===== src/rtl/input_sequencer_if.sv =====
// Push-button in, entry-sequence strobes and state out, between the sequencer and the adder/display side.
interface input_sequencer_if;
    logic       button;
    logic       save_A;
    logic       save_B;
    logic       show_result;
    logic       abort;
    logic [1:0] state;

    modport master (
        input  button,
        output save_A, save_B, show_result, abort, state
    );

    modport slave (
        output button,
        input  save_A, save_B, show_result, abort, state
    );
endinterface


===== src/rtl/input_sequencer.sv =====
// Debounces the raw push-button and steps the two-operand entry sequence,
// issuing single-cycle save_A / save_B / show_result / abort strobes.
module input_sequencer #(
    parameter int unsigned DEBOUNCE_CYCLES = 250_000,
    parameter int unsigned TIMEOUT_CYCLES  = 250_000_000
) (
    input  logic              clk,
    input  logic              rst_n,
    input_sequencer_if.master bus
);
    localparam int unsigned CW = $clog2(DEBOUNCE_CYCLES + 1);
    localparam int unsigned TW = (TIMEOUT_CYCLES > 1) ? $clog2(TIMEOUT_CYCLES) : 1;

    typedef enum logic [1:0] {
        WAIT_A = 2'b00,
        WAIT_B = 2'b01,
        CALC   = 2'b10,
        SHOW   = 2'b11
    } state_t;

    logic          sync1, sync2;
    logic          deb, deb_d;
    logic [CW-1:0] deb_cnt;
    logic          press_c;

    state_t        state_q, state_d;
    logic [TW-1:0] timer_q, timer_d;
    logic          save_a_q, save_a_d;
    logic          save_b_q, save_b_d;
    logic          show_q, show_d;
    logic          abort_q, abort_d;
    logic          timeout_c;

    // Synchroniser and debounce: a new level must hold DEBOUNCE_CYCLES samples of sync2.
    always_ff @(posedge clk or negedge rst_n) begin
        if (!rst_n) begin
            sync1   <= 1'b0;
            sync2   <= 1'b0;
            deb     <= 1'b0;
            deb_d   <= 1'b0;
            deb_cnt <= '0;
        end else begin
            sync1 <= bus.button;
            sync2 <= sync1;
            deb_d <= deb;
            if (sync2 == deb) begin
                deb_cnt <= '0;
            end else if (deb_cnt == CW'(DEBOUNCE_CYCLES - 1)) begin
                deb     <= sync2;
                deb_cnt <= '0;
            end else begin
                deb_cnt <= deb_cnt + CW'(1);
            end
        end
    end

    assign press_c = deb & ~deb_d;

    // Next-state, idle timer and strobe decode; a press in WAIT_B beats a simultaneous timeout.
    always_comb begin
        state_d   = state_q;
        timer_d   = '0;
        save_a_d  = 1'b0;
        save_b_d  = 1'b0;
        show_d    = 1'b0;
        abort_d   = 1'b0;
        timeout_c = (TIMEOUT_CYCLES != 0) && (timer_q == TW'(TIMEOUT_CYCLES - 1));
        case (state_q)
            WAIT_A: begin
                if (press_c) begin
                    state_d  = WAIT_B;
                    save_a_d = 1'b1;
                end
            end
            WAIT_B: begin
                if (press_c) begin
                    state_d  = CALC;
                    save_b_d = 1'b1;
                end else if (timeout_c) begin
                    state_d = WAIT_A;
                    abort_d = 1'b1;
                end else if (TIMEOUT_CYCLES != 0) begin
                    timer_d = timer_q + TW'(1);
                end
            end
            CALC: begin
                state_d = SHOW;
                show_d  = 1'b1;
            end
            SHOW: begin
                if (press_c) begin
                    state_d = WAIT_A;
                end
            end
            default: state_d = WAIT_A;
        endcase
    end

    always_ff @(posedge clk or negedge rst_n) begin
        if (!rst_n) begin
            state_q  <= WAIT_A;
            timer_q  <= '0;
            save_a_q <= 1'b0;
            save_b_q <= 1'b0;
            show_q   <= 1'b0;
            abort_q  <= 1'b0;
        end else begin
            state_q  <= state_d;
            timer_q  <= timer_d;
            save_a_q <= save_a_d;
            save_b_q <= save_b_d;
            show_q   <= show_d;
            abort_q  <= abort_d;
        end
    end

    assign bus.save_A      = save_a_q;
    assign bus.save_B      = save_b_q;
    assign bus.show_result = show_q;
    assign bus.abort       = abort_q;
    assign bus.state       = state_q;
endmodule


===== src/flat_wrapper.sv =====
// flat-port wrapper written by rule: the top's interface ports become plain ports
module input_sequencer_flat 
#(
    parameter int unsigned DEBOUNCE_CYCLES = 250_000,
    parameter int unsigned TIMEOUT_CYCLES  = 250_000_000
)
  (clk, rst_n, bus_button, bus_save_A, bus_save_B, bus_show_result, bus_abort, bus_state);
  input_sequencer_if bus_i ();
  input  logic clk;
  input  logic rst_n;
  input wire logic [$bits(bus_i.button)-1:0] bus_button;
  output wire logic [$bits(bus_i.save_A)-1:0] bus_save_A;
  output wire logic [$bits(bus_i.save_B)-1:0] bus_save_B;
  output wire logic [$bits(bus_i.show_result)-1:0] bus_show_result;
  output wire logic [$bits(bus_i.abort)-1:0] bus_abort;
  output wire logic [$bits(bus_i.state)-1:0] bus_state;
  assign bus_i.button = bus_button;
  assign bus_save_A = bus_i.save_A;
  assign bus_save_B = bus_i.save_B;
  assign bus_show_result = bus_i.show_result;
  assign bus_abort = bus_i.abort;
  assign bus_state = bus_i.state;
  input_sequencer #(.DEBOUNCE_CYCLES(DEBOUNCE_CYCLES), .TIMEOUT_CYCLES(TIMEOUT_CYCLES)) u_core (.clk(clk), .rst_n(rst_n), .bus(bus_i));
endmodule

===== config.mk =====
export PLATFORM = sky130hd
export DESIGN_NAME = input_sequencer_flat
export DESIGN_NICKNAME = d
export VERILOG_FILES = /design/src/rtl/input_sequencer_if.sv /design/src/rtl/input_sequencer.sv /design/src/flat_wrapper.sv
export SDC_FILE = /design/constraint.sdc
export NUM_CORES = 1
export LEC_CHECK = 0
export CAP_MARGIN = 20
export CELL_PAD_IN_SITES_DETAIL_PLACEMENT = 0
export CELL_PAD_IN_SITES_GLOBAL_PLACEMENT = 1
export CORE_MARGIN = 1
export CORE_UTILIZATION = 40
export DETAILED_ROUTE_END_ITERATION = 6
export GPL_TIMING_DRIVEN = 1
export PLACE_DENSITY_LB_ADDON = 0.1
export SLEW_MARGIN = 40
export SYNTH_ARGS = -nofsm -noshare
export SYNTH_HDL_FRONTEND = slang
export SYNTH_SLANG_ARGS = --single-unit

===== constraint.sdc =====
create_clock -name clk -period 5.22 [get_ports clk]
set_input_delay 1.305 -clock clk [delete_from_list [all_inputs] [get_ports clk]]
set_output_delay 1.305 -clock clk [all_outputs]
set_load 0.02 [all_outputs]

==> results.yml <==
critical_path:
  cp.required_ns: 3.91
  timing.critical_path.to_type: "output port"
  worstPathCellList: "clkdlybuf4s50_1"
  cp-start-kind: "register"
  crit_family: "buffers and inverters"
  slowest_delay_ns: 0.64
  crit_buf_inv: 1
  worstPathMaxFanout: 7
  critPathKind: "register to output port"
  slowest_stage: "clkdlybuf4s50_1"
  critical_path_arrival_ns: 1.43
detailed_routing:
  antenna_left: 0
  wl_per_cell_um: 14.94
  dr.pass1.iters: 4
  num_vias: 2071
  drt_wl_total_um: 5736
  vias_per_cell: 5.393
  initialDrtViolationCount: 65
  post-route-drc-count: 0
clock_tree:
  cts_made_buffers: 5
  tritoncts: "yes"
  cts_setup_buffers: 0
  clk_pin_slew_ns: 0.11
  root_buffer: "clkbuf_8"
  clkLatencyLatePin_ns: 0.32
  cts_hold_buf: 0
  htree_levels: 2
  cts_resized: 0
  clockBufferDepth: 2
  cts.sinks: 56
sta:
  fin_hold_ws_ns: 0.3640
  min_period_over_period_pct: 52.43
  max_freq_mhz: 365.4
  setup_tns_ns: 0
  setup_viol: 0
  rsz0062_at_grt: "no"
  hold_viol: 0
  timing.final.crit_period_ns: 2.737
  slew_headroom_pct: 56.92
  worstMarginPinSlew_ns: 0.6441
  drv_slew: 0
  fin_skew_ns: 0.009412
logic_synthesis:
  synthFlopType: "dfrtp_1"
  syn-cell-area_um2: 2859
  synth_edf_count: 0
  ys_seq_area_share_pct: 49.02
  synth.avg_cell_area_um2: 10.32
  synth_seq_cells: 56
  postSynth.asyncResetShare_pct: 100.0
  netlist_top_cells_area: "dfrtp_1, xnor2_1, xor2_1"
  yosys-top-cells-count: "dfrtp_1, nor2_1, nand3_1"
  syn-num-nets: 282
  yosys_warnings: 0
  synth.most_common_cell: "dfrtp_1"
  synth_top_area_share_pct: 49.02
  ys_types: 42
  synthCells: 277
  synth.largest_area_cell: "dfrtp_1"
finish:
  antenna_cells: 0
  drive_above_1_share_pct: 9.722
  area_delta_synth_final_pct: 10.07
  nFillCells: 683
  fin_util_pct: 46.06
  final_nets: 292
  postLayoutCellArea_um2: 3147
placement:
  dp_hpwl_um: 3748
  gp_congestion: 0.7327
  place_area_um2: 3029
  io_buffers: 8
die:
  rows: 30
  core_area_um2: 6832
  fp.dieH_um: 86.54
  die_w_um: 86.54
  die_area_um2: 7489
  num_io_pins: 9
  start_util_pct: 41.85
global_route:
  overflow: 0
  grt_max_degree: 57
  antenna_found_initial: 0
  grt_usage_pct: 17.35
  grt_pass1_vias: 1999
  grt_first_pass_wirelength_um: 10120
hold_path:
  hold_class: "register to register"
power:
  p_clk_share_pct: 36.6
  power_density_nw_per_um2: 229.7
  p_seq_share_pct: 60.7
  power_mw: 0.7227
  combPwrFrac_pct: 2.7
  max-vdd-ir-drop_uv: 123.9
  intPower_mw: 0.5442
  power_leakage_nw: 1.182
  switchingPower_mw: 0.1786
  switching_share_pct: 24.71
run:
  drv_cap: 0
run_status:
  outcome: "completed"
-- path summary, 6_finish.rpt --
check | startpoint | endpoint | slack [ns] | cells past startpoint
setup / recovery | register | bus_state[1] | 2.48 | 1
hold / removal | u_core.sync1 | u_core.sync2 | 0.36 | 0
setup reg to reg | u_core.timer_q[0] | u_core.timer_q[20] | 3.19 | 5
hold reg to reg | u_core.sync1 | u_core.sync2 | 0.36 | 0
max in group asynchronous | rst_n | u_core.timer_q[17] | 3.81 | 3
min in group asynchronous | rst_n | u_core.timer_q[20] | 0.94 | 2
-- cell usage in the layout (no fill, tap or decap), types with 7 or more instances in the layout --
| master | count |
|---|---|
| nor3_1 | 12 |
| inv_1 | 8 |
| a211oi_1 | 10 |
| nand2_1 | 16 |
| nand3_1 | 18 |
| nor2_1 | 26 |
| nor4_1 | 7 |
| dfrtp_1 | 56 |
| o31ai_1 | 11 |
| clkdlybuf4s50_1 | 7 |
| nand4_1 | 10 |
| xor2_1 | 12 |
| xnor2_1 | 15 |
| or4_1 | 10 |
-- layer usage --
layer  vias to the layer above  routed length, µm  global-route usage (%)
met4                         0                 65                   4.545
met1                      1010               3068                   25.74
met5                         -                  0                       0
li1                       1039                  -                       -
met3                         5                128                   2.857
met2                        17               2474                   26.33
-- per-stage QoR --
step	instances	worst slack (ns)
6_report	384	2.483
3_3_place_gp	374	2.862
4_1_cts	383	2.460
5_1_grt	384	2.409
2_1_floorplan	277	3.418
3_5_place_dp	375	2.834
-- cell type report --
class	instances	area (µm²)	share of cell area [%]
timing repair buffer	13	125.1	3.976
clock inverter	3	28.78	0.9145
inverter	8	30.03	0.9543
sequential	56	1401	44.53
multi-input combinational	203	1373	43.62
tap	96	120.1	3.817
clock buffer	5	68.82	2.187
-- power groups by stage --
stage	sequential (mW)	clock, mW	combinational, mW
detailed placement	0.447	0	0.0189
global route	0.439	0.294	0.0232
finish	0.438	0.265	0.0194
CTS	0.439	0.275	0.0190
global placement	0.447	0	0.0184
floorplan	0.447	0	0.00629
-- sequential cells by signal (all words and copies together) (netlist names), named ones only --
| register | cells |
|---|---|
| u_core.deb_d | 1 |
| u_core.timer_q | 28 |
| u_core.bus.save_B | 1 |
| u_core.bus.abort | 1 |
| u_core.deb | 1 |
| u_core.bus.show_result | 1 |
| u_core.bus.save_A | 1 |
| u_core.sync2 | 1 |
| u_core.sync1 | 1 |
| u_core.deb_cnt | 18 |
| u_core.bus.state | 1 |
-- cell families after synthesis --
kind of cell	share of synthesized area (%)
compound gates	10.33
xor+xnor	8.271
fa+ha+maj	0.8751
buf+inv	2.976
flops	49.02
mux	0.3938
simple gates	28.14
Note: power is estimated with default switching activity, not from simulation.
